`src/rtl/fft_pkg.sv`:
```
// rtl/fft_pkg.sv - shared widths and saturation helpers for the FFT datapath
//
// Purpose : default sample/coefficient/fraction widths for the butterfly
//           multiplier and helpers returning the saturation bounds of a
//           w-bit two's-complement value.
//   sat_max(w) : 2^(w-1)-1, largest positive value
//   sat_min(w) : 2^(w-1), magnitude of the most negative value
package fft_pkg;

    localparam int FFT_DATA_W = 17;
    localparam int FFT_COEF_W = 8;
    localparam int FFT_FRAC_W = 7;

    function automatic logic [63:0] sat_max(input int w);
        return (64'd1 << (w - 1)) - 64'd1;
    endfunction

    function automatic logic [63:0] sat_min(input int w);
        return 64'd1 << (w - 1);
    endfunction

endpackage

```
`src/rtl/multi_abs.sv`:
```
// rtl/multi_abs.sv - two's-complement to unsigned magnitude
//
// Purpose : combinational absolute value. The W-bit unsigned result holds
//           the magnitude of -2^(W-1) exactly (it becomes 2^(W-1)).
// Ports   :
//   val_i  in  W  two's-complement operand
//   mag_o  out W  unsigned magnitude
module multi_abs #(
    parameter int W = 8
) (
    input  logic [W-1:0] val_i,
    output logic [W-1:0] mag_o
);

    assign mag_o = val_i[W-1] ? (~val_i + W'(1)) : val_i;

endmodule

```
`src/rtl/multi_fx_pipe.sv`:
```
// rtl/multi_fx_pipe.sv - 3-stage saturating signed fixed-point multiplier
//
// Purpose : out = sat(in_data * in_coef / 2^FRAC_W) with valid/ready flow
//           control; sign-magnitude datapath so truncation (or rounding)
//           is symmetric about zero.
// Config  : MULTI_FX_ROUND_EN defined -> round half away from zero,
//           otherwise truncate the magnitude. Timing is identical.
// Ports   :
//   clk        in   1       rising-edge clock
//   rst        in   1       asynchronous active-high reset
//   in_valid   in   1       operand pair valid
//   in_ready   out  1       operand pair accepted this cycle
//   in_data    in   DATA_W  sample
//   in_coef    in   COEF_W  fractional coefficient
//   out_valid  out  1       result valid
//   out_ready  in   1       downstream accepts result
//   out_data   out  DATA_W  scaled, saturated product
//   out_ovf    out  1       result was saturated
module multi_fx_pipe
    import fft_pkg::*;
#(
    parameter int DATA_W = FFT_DATA_W,
    parameter int COEF_W = FFT_COEF_W,
    parameter int FRAC_W = FFT_FRAC_W
) (
    input  logic              clk,
    input  logic              rst,
    input  logic              in_valid,
    output logic              in_ready,
    input  logic [DATA_W-1:0] in_data,
    input  logic [COEF_W-1:0] in_coef,
    output logic              out_valid,
    input  logic              out_ready,
    output logic [DATA_W-1:0] out_data,
    output logic              out_ovf
);

    localparam int PW = DATA_W + COEF_W;

    // One extra bit so the rounding add cannot wrap.
    localparam logic [PW:0] LIM_POS = (PW+1)'(sat_max(DATA_W));
    localparam logic [PW:0] LIM_NEG = (PW+1)'(sat_min(DATA_W));
`ifdef MULTI_FX_ROUND_EN
    localparam logic [PW:0] RND_ADD = (PW+1)'(64'd1 << (FRAC_W - 1));
`else
    localparam logic [PW:0] RND_ADD = '0;
`endif

    logic              advance;
    logic [DATA_W-1:0] mag_a;
    logic [COEF_W-1:0] mag_b;

    logic              v1_q, v1_d, sign1_q, sign1_d;
    logic [DATA_W-1:0] a1_q, a1_d;
    logic [COEF_W-1:0] b1_q, b1_d;

    logic              v2_q, v2_d, sign2_q, sign2_d;
    logic [PW-1:0]     prod2_q, prod2_d;

    logic              v3_q, v3_d, ovf3_q, ovf3_d;
    logic [DATA_W-1:0] data3_q, data3_d;

    logic [PW:0]       mag_sum, mag_s, limit;

    // The whole pipe moves as one; a full output stage that is not being
    // drained stalls every stage behind it.
    assign advance  = ~v3_q | out_ready;
    assign in_ready = advance;

    multi_abs #(.W(DATA_W)) u_abs_data (.val_i(in_data), .mag_o(mag_a));
    multi_abs #(.W(COEF_W)) u_abs_coef (.val_i(in_coef), .mag_o(mag_b));

    always_comb begin
        v1_d    = in_valid;
        sign1_d = in_data[DATA_W-1] ^ in_coef[COEF_W-1];
        a1_d    = mag_a;
        b1_d    = mag_b;

        v2_d    = v1_q;
        sign2_d = sign1_q;
        prod2_d = PW'(a1_q) * PW'(b1_q);

        mag_sum = {1'b0, prod2_q} + RND_ADD;
        mag_s   = mag_sum >> FRAC_W;
        // Negative results reach one further than positive ones.
        limit   = sign2_q ? LIM_NEG : LIM_POS;
        v3_d    = v2_q;
        ovf3_d  = mag_s > limit;
        if (ovf3_d) begin
            data3_d = sign2_q ? LIM_NEG[DATA_W-1:0] : LIM_POS[DATA_W-1:0];
        end else begin
            // Negating a zero magnitude yields zero, so no negative zero.
            data3_d = sign2_q ? -mag_s[DATA_W-1:0] : mag_s[DATA_W-1:0];
        end
    end

    always_ff @(posedge clk or posedge rst) begin
        if (rst) begin
            v1_q    <= 1'b0;
            sign1_q <= 1'b0;
            a1_q    <= '0;
            b1_q    <= '0;
            v2_q    <= 1'b0;
            sign2_q <= 1'b0;
            prod2_q <= '0;
            v3_q    <= 1'b0;
            ovf3_q  <= 1'b0;
            data3_q <= '0;
        end else if (advance) begin
            v1_q    <= v1_d;
            sign1_q <= sign1_d;
            a1_q    <= a1_d;
            b1_q    <= b1_d;
            v2_q    <= v2_d;
            sign2_q <= sign2_d;
            prod2_q <= prod2_d;
            v3_q    <= v3_d;
            ovf3_q  <= ovf3_d;
            data3_q <= data3_d;
        end
    end

    assign out_valid = v3_q;
    assign out_data  = data3_q;
    assign out_ovf   = ovf3_q;

endmodule

```
`config.mk`:
```
export PLATFORM = sky130hd
export DESIGN_NAME = multi_fx_pipe
export DESIGN_NICKNAME = d
export VERILOG_FILES = /design/src/rtl/fft_pkg.sv /design/src/rtl/multi_abs.sv /design/src/rtl/multi_fx_pipe.sv
export SDC_FILE = /design/constraint.sdc
export NUM_CORES = 1
export LEC_CHECK = 0
export ABC_CLOCK_PERIOD_IN_PS = 6100
export BUFFER_PORTS_ARGS = -buffer_cell sky130_fd_sc_hd__clkbuf_2
export CORE_UTILIZATION = 41
export DETAILED_ROUTE_END_ITERATION = 6
export GPL_ROUTABILITY_DRIVEN = 0
export GPL_TIMING_DRIVEN = 0
export PLACE_DENSITY = 0.69
export SKIP_CTS_REPAIR_TIMING = 1
export SLEW_MARGIN = 20
export SYNTH_ARGS = -nofsm -noshare
export SYNTH_HDL_FRONTEND = slang
export SYNTH_SLANG_ARGS = --single-unit
```
`constraint.sdc`:
```
create_clock -name clk -period 6.1 [get_ports clk]
set_input_delay 0 -clock clk [delete_from_list [all_inputs] [get_ports clk]]
set_output_delay 0 -clock clk [all_outputs]
set_load 0.005 [all_outputs]
```
Yosys cells after proc, flatten, opt, wreduce, memory -nomap -nowiden
Cells that the tools add are included.
- multipliers: 1
- bitwise operators: 5
- multiplexer cells: 6
- $lt $le $gt $ge: 1
- add/subtract/negate cells: 3
- operators by type and width (operator ; count):
    $mux 17 ; 5
    $mul 17x8->25 ; 1
    $gt 18x17->1 ; 1
    $add 17x1->17 const B ; 1
    $neg 17->17 ; 1
    $not 17->17 ; 1
    $add 8x1->8 const B ; 1
    $mux 8 ; 1
    $not 8->8 ; 1
    $not 1->1 ; 1
    $or 1x1->1 ; 1
    $xor 1x1->1 ; 1
- output and inout port bits: 20
- word-level logic and storage cells: 26
- input port bits: 29
- register bits after elaboration: 73

Depth between registers and ports, before layout
Gate-level depths: netlist of run 1.
- depth in word-level cells: 3
- mapped depth: 17
- depth with buffers taken out: 16

Hierarchy
From an unflattened synthesis of run 1, not the netlist that was laid out.
- cells, all modules: 944
- area total of the unflattened synthesis: 8215.4 sq um
- modules (own cells, without submodules) (module ; cells each ; seq. area each (sq um) ; instances ; area an instance (sq um)):
    multi_fx_pipe ; 873 ; 1651.6 ; 1 ; 7679.9
    multi_abs (u_abs_data) ; 50 ; 0.0 ; 1 ; 389.1
    multi_abs (u_abs_coef) ; 21 ; 0.0 ; 1 ; 146.4

Worst setup path before layout of run 1
Ideal clock, no wire load.
- path type: reg-to-reg
- from: reg b1_q[4]
- to: reg prod2_q[23]
- clock period less this slack: 4.640 ns
- setup time: 0.120 ns
- required time: 5.980 ns
- arrival: 4.520 ns
- path buffers: 2
- cell stages (with the launch flop): 18
- path slack: 1.460 ns
- cell sequence: dfrtp_1 clkbuf_1 nand2_1 fa_1 fa_1 inv_1 fa_1 inv_1 fa_1 inv_1 ha_1 clkbuf_1 nand2_1 nor2_1 a211oi_1 o21ai_0 or3_1 a31o_2
- longest elaborated chain between the ends: 1
- RTL lines (what ; RTL line ; source):
    from (decl) ; multi_fx_pipe.sv:55 ; logic [COEF_W-1:0] b1_q, b1_d;
    from (signal assigned) ; multi_fx_pipe.sv:102 ; b1_q <= '0;
    from (signal assigned) ; multi_fx_pipe.sv:113 ; b1_q <= b1_d;
    $mul 17x8->25 ; multi_fx_pipe.sv:81 ; prod2_d = PW'(a1_q) * PW'(b1_q);
    to (signal assigned) ; multi_fx_pipe.sv:116 ; prod2_q <= prod2_d;
    to (decl) ; multi_fx_pipe.sv:58 ; logic [PW-1:0] prod2_q, prod2_d;
Every way passes these cells.
A chain may end at the register's enable or synchronous reset.

Final worst setup path of run 1
- from: reg b1_q[6]
- to: reg prod2_q[22]
Same word-level chain as after synthesis.

==> results of run 1 <==
[Yosys cell counts, drive strengths merged, types with 3 or more instances]
library cell  number
or3               11
nand4             11
a21oi             40
nor2              35
a21o              15
inv              114
o21bai             4
o21ai             45
nand4b             4
nor3              16
nor4               4
and3               8
o31ai             13
nor2b              5
clkbuf            30
o21a               5
a211oi            12
o211ai             5
mux2i              5
fa                89
buf                8
nand2            107
dfrtp             66
or4                4
o22ai              7
a2111oi            3
nand3             15
and2             117
xnor2             10
a31oi              7
ha                62
xor2              23
nand2b             4
[logic make-up (layout without fill, tap and decap cells)]
family | Yosys count | after routing | synth area share [%]
compound gates | 170 | 170 | 13.74
xor+xnor | 33 | 33 | 3.582
fa+ha+maj | 151 | 151 | 31.70
buf+inv | 153 | 221 | 7.320
flops | 66 | 66 | 20.47
mux | 5 | 5 | 0.6204
simple gates | 349 | 349 | 22.57
[sequential cells by signal, indices dropped and copies added (netlist names)]
name and count:
out_data 17, a1_q 17, v2_q 1, b1_q 8
prod2_q 18, sign1_q 1, sign2_q 1, out_valid 1
v1_q 1, out_ovf 1
[critical path: cells and delay by family (launching register included)]
kind	cells	cell delay [ns]
compound gates	6	1.75
fa+ha+maj	5	2.41
buf+inv	3	0.55
flops	1	0.57
simple gates	1	0.23
[final cells by class]
| type | count | area [um^2] | area share (%) |
|---|---|---|---|
| multi-input cells | 708 | 5826 | 64.77 |
| flip-flops and latches | 66 | 1652 | 18.36 |
| inverters | 115 | 434.2 | 4.827 |
| well taps | 260 | 325.3 | 3.617 |
| repair buffers | 52 | 295.3 | 3.283 |
| clock buffers | 10 | 239.0 | 2.657 |
| plain buffers | 38 | 158.9 | 1.767 |
| clock inverters | 6 | 63.81 | 0.7095 |
[metrics by stage]
stage / utilization [%] / hold slack, ns
after CTS: 47.08 / -0.3762
after global placement: 45.37 / 0.1966
after global routing: 47.29 / 0.005130
after floorplan: - / 0.1125
after detailed placement: 45.49 / -0.01081
final: 47.29 / -0.02319
[per-layer routing]
metal,wire length (um),vias up,part of all wire [%],global-route usage [%]
met5,0,-,0,0
met4,357,0,1.8,5.886
met3,1010,29,5.0,2.591
met2,9904,173,49,34.83
met1,9093,3429,45,29.92
li1,-,3200,-,-
[worst paths after layout]
kind	startpoint	to	cells past startpoint
max	b1_q[6]$_DFFE_PP0P_	prod2_q[22]$_DFFE_PP0P_	15
min	in_data[0]	a1_q[0]$_DFFE_PP0P_	3
max reg2reg	b1_q[6]$_DFFE_PP0P_	prod2_q[22]$_DFFE_PP0P_	15
min reg2reg	v2_q$_DFFE_PP0P_	v2_q$_DFFE_PP0P_	2
max in group asynchronous	rst	prod2_q[11]$_DFFE_PP0P_	4
min in group asynchronous	rst	a1_q[15]$_DFFE_PP0P_	3
==> impl_metrics.csv, run 1 <==
group,metric,value,unit
synthesis,synth_area_leaders,"fa_1, dfrtp_1, ha_1",
synthesis,async_flop_share,100.0,%
setup_path,critPathMaxFanout,10,
cells_and_area,final_common_cell,"and2_1",
outcome,violations,"hold timing",
synthesis,yosysTopAreaCellShare,22.08,%
cts,path_clk_slew,0.06,ns
grt,grt_pass1_vias,6655,
timing,finalHoldViolations,9,
timing,fin_crit_sh,92.55,%
setup_path,required,6.34,ns
cts,htree_levels,3,
setup_path,path_class,"reg -> reg",
timing,relSlewSlack,48.01,%
timing,rsz0062_at_grt,"no",
synthesis,syn_avg_cell_area,8.703,um^2
synthesis,synthFlopType,"dfrtp_1",
synthesis,synth_edf_count,0,
place,pre_cts_ws,0.5322,ns
cells_and_area,stdcell_count,1255,
synthesis,netlist_instances,927,
detailed_routing,wl_per_cell,16.23,um
place,dp.cells,1235,
cells_and_area,fin_area,8994,um^2
cts,cts-root-buf,"clkbuf_16",
die,die_y,142.3,um
timing,setup-tns-final,0,ns
detailed_routing,drt_pass1_iterations,5,
detailed_routing,wl,20370,um
hold_path,hold_class,"in -> reg",
cts,numCtsBuffers,9,
cells_and_area,fillers,1882,
cts,cts_tree,"done",
synthesis,seq_area_frac_synth,20.47,%
setup_path,endpoint_kind,"register",
synthesis,synth.net_count,1107,
setup_path,cpPeakStageDelay,0.58,ns
cells_and_area,nets,1170,
setup_path,crit_top_cell,"fa_1",
grt,grt_pass1_wl,33730,um
synthesis,synth-seq-cells,66,
setup_path,critical_path.slowest_cell,"a221oi_1",
timing,finalCriticalPeriod,5.645,ns
grt,grt_max_degree,42,
synthesis,ys.warnings.count,0,
setup_path,r2r_slack,0.45,ns
timing,fin_skew,0.008439,ns
outcome,outcome,"finished with violations",
place,dpl-instance-area,8651,um^2
grt,overflow,0,
place,port_buffers,47,
setup_path,start_kind,"register",
timing,setup_ws,0.4547,ns
die,ios,49,
timing,worst_slew_pin_slew,0.7798,ns
cts,clock_sinks,66,
place,dp_hpwl,16200,um
timing,setup_viol,0,
cells_and_area,area_growth,11.48,%
setup_path,cp_cell_sequence,"clkbuf_1 -> and2_1 -> fa_1 -> fa_1 -> fa_1 -> inv_1 -> fa_1 -> inv_1 -> ha_1 -> a21oi_1 -> o21ai_0 -> a221oi_1 -> a21oi_1 -> o21a_1 -> o31ai_1",
timing,holdWs,-0.02319,ns
timing,fmaxAchievable,0.1771,GHz
synthesis,ys_types,56,
detailed_routing,via_per_inst,5.443,
synthesis,syn-cell-area,8068,um^2
die,core_area,19020,um^2
cts,clk_latency,0.35,ns
grt,antenna_found_initial,0,
cells_and_area,num_antenna_cells,0,
setup_path,arrival,5.89,ns
synthesis,synth_top_cell_by_area,"fa_1",
cells_and_area,drive_gt1_share,7.638,%
detailed_routing,drtIter0Drc,446,
flow_run,cap_violations,0,
cts,clock_path_buffers,2,
die,fp.dieW,142.3,um
die,dieArea,20240,um^2
detailed_routing,vias,6831,
detailed_routing,drc,0,
timing,maxSlewViolCount,0,
detailed_routing,ant_nets,0,
die,initial_utilization,42.42,%
die,row_count,50,
grt,grtUsageTotal,21.39,%
cells_and_area,final_cell_mix,"and2_1, inv_1, nand2_1",
Power of run 1 is left out: the tool's default activity adds up to more than one toggle a clock period on the data nets, which glitch-free logic cannot reach.
==> inputs of run 2 (changes only) <==
--- a/config.mk
+++ b/config.mk
@@ -17,3 +17,4 @@
 export SYNTH_ARGS = -nofsm -noshare
 export SYNTH_HDL_FRONTEND = slang
 export SYNTH_SLANG_ARGS = --single-unit
+export TNS_END_PERCENT = 5
==> constraint.sdc (replaced) <==
create_clock -name clk -period 6.1 [get_ports clk]
set_input_delay 0.915 -clock clk [delete_from_list [all_inputs] [get_ports clk]]
set_output_delay 0.915 -clock clk [all_outputs]
set_load 0.005 [all_outputs]
==> impl_metrics.csv, run 2 (synthesis gave the netlist of run 1 again) <==
group,metric,value,unit
outcome,outcome,"finished clean",
grt,grt_max_degree,42,
detailed_routing,via_per_inst,5.435,
setup_path,path_class,"reg -> reg",
cts,numCtsBuffers,9,
die,fp.dieW,142.3,um
cells_and_area,drive_gt1_share,7.669,%
timing,fmaxAchievable,0.1766,GHz
grt,grt_pass1_vias,6655,
setup_path,endpoint_kind,"register",
hold_path,hold_end,"v2_q$_DFFE_PP0P_",
hold_path,hold_class,"reg -> reg",
cts,cts-root-buf,"clkbuf_16",
grt,grtUsageTotal,21.39,%
detailed_routing,drtIter0Drc,460,
cts,htree_levels,3,
cells_and_area,final_common_cell,"and2_1",
timing,fin_skew,0.008397,ns
die,core_area,19020,um^2
hold_path,min_path_cells,2,
detailed_routing,ant_nets,0,
timing,worst_slew_pin_slew,0.7782,ns
grt,grt_pass1_wl,33730,um
timing,rsz0062_at_grt,"no",
detailed_routing,wl,20320,um
grt,overflow,0,
setup_path,rr_startpoint,"b1_q[6]$_DFFE_PP0P_",
cells_and_area,largest_register_ffs,18,
setup_path,crit_top_cell,"fa_1",
cells_and_area,nets,1166,
setup_path,cpPeakStageDelay,0.57,ns
die,ios,49,
hold_path,hp-start,"v2_q$_DFFE_PP0P_",
cells_and_area,area_growth,10.98,%
place,port_buffers,47,
timing,relSlewSlack,48.12,%
cts,clock_sinks,66,
place,dp_hpwl,16200,um
setup_path,ff2ff_path_depth,15,
die,dieArea,20240,um^2
timing,setup-tns-final,0,ns
cells_and_area,final_cell_mix,"and2_1, inv_1, nand2_1",
cts,cts_tree,"done",
grt,antenna_found_initial,0,
setup_path,cp_cell_sequence,"clkbuf_1 -> and2_1 -> fa_1 -> fa_1 -> fa_1 -> inv_1 -> fa_1 -> inv_1 -> ha_1 -> a21oi_1 -> o21ai_0 -> a221oi_1 -> a21oi_1 -> o21a_1 -> o31ai_1",
detailed_routing,drt_pass1_iterations,5,
detailed_routing,wl_per_cell,16.25,um
cts,clk_latency,0.35,ns
setup_path,arrival,5.90,ns
die,die_y,142.3,um
setup_path,critPathMaxFanout,10,
flow_run,cap_violations,0,
cts,path_clk_slew,0.06,ns
die,row_count,50,
timing,finalHoldViolations,0,
setup_path,start_kind,"register",
detailed_routing,drc,0,
die,initial_utilization,42.42,%
setup_path,r2r_slack,0.44,ns
setup_path,critPathLaunch,"b1_q[6]$_DFFE_PP0P_",
timing,maxSlewViolCount,0,
cells_and_area,fillers,1885,
timing,finalCriticalPeriod,5.664,ns
timing,setup_viol,0,
setup_path,critical_path.slowest_cell,"dfrtp_1",
setup_path,rr_endpoint,"prod2_q[22]$_DFFE_PP0P_",
setup_path,required,6.34,ns
cells_and_area,num_antenna_cells,0,
cts,clock_path_buffers,2,
timing,fin_crit_sh,92.85,%
detailed_routing,vias,6799,
cells_and_area,max_flop_register,"prod2_q",
run 2: cell count changes in the layout (fill, tap and decap cells not counted), sizes merged:
cell         before  now
dlygate4sd3       4    0
run 2: per-stage QoR:
step	utilization [%]	setup slack, ns	cell area [um^2]	hold WS (ns)	std cells
floorplan	-	1.460	8068	0.4300	927
global placement	45.37	0.5746	8628	0.4449	1234
detailed placement	45.49	0.5322	8651	0.4502	1235
CTS	47.08	0.5063	8954	0.4600	1251
global route	47.08	0.1829	8954	0.5055	1251
finish	47.08	0.4360	8954	0.4554	1251
run 2: how the worst max path moves through the flow:
stage                                    endpoint  slack (ns)  depth (start not counted)
after global placement    prod2_q[22]$_DFFE_PP0P_        0.57                         15
after floorplan           prod2_q[23]$_DFFE_PP0P_        1.46                         17
after global routing      prod2_q[22]$_DFFE_PP0P_        0.18                         15
after CTS                 prod2_q[22]$_DFFE_PP0P_        0.51                         15
final                     prod2_q[22]$_DFFE_PP0P_        0.44                         15
after detailed placement  prod2_q[22]$_DFFE_PP0P_        0.53                         15
run 2: metal layers:
metal | track usage (%) | up-vias | wire length (um)
li1 | - | 3194 | -
met1 | 29.92 | 3408 | 9177
met2 | 34.83 | 166 | 9837
met3 | 2.591 | 31 | 931
met4 | 5.886 | 0 | 377
met5 | 0 | - | 0
run 2: final cells by class:
cell class / count / area, um^2 / area share, %
multi-input combinational: 708 / 5826 / 65.06
sequential: 66 / 1652 / 18.45
inverter: 115 / 434.2 / 4.849
tap: 260 / 325.3 / 3.633
timing repair buffer: 48 / 255.2 / 2.851
clock buffer: 10 / 239.0 / 2.669
buffer: 38 / 158.9 / 1.775
clock inverter: 6 / 63.81 / 0.7127
run 2: worst max-delay path: cells and delay by family, from the launching register on:
kind	cells	cell delay, ns
adders and majority gates	5	2.41
AOI/OAI and AO/OA	6	1.74
buffers and inverters	3	0.57
DFF	1	0.57
and+or+nand+nor	1	0.24
Power of run 2 is left out for the same reason.
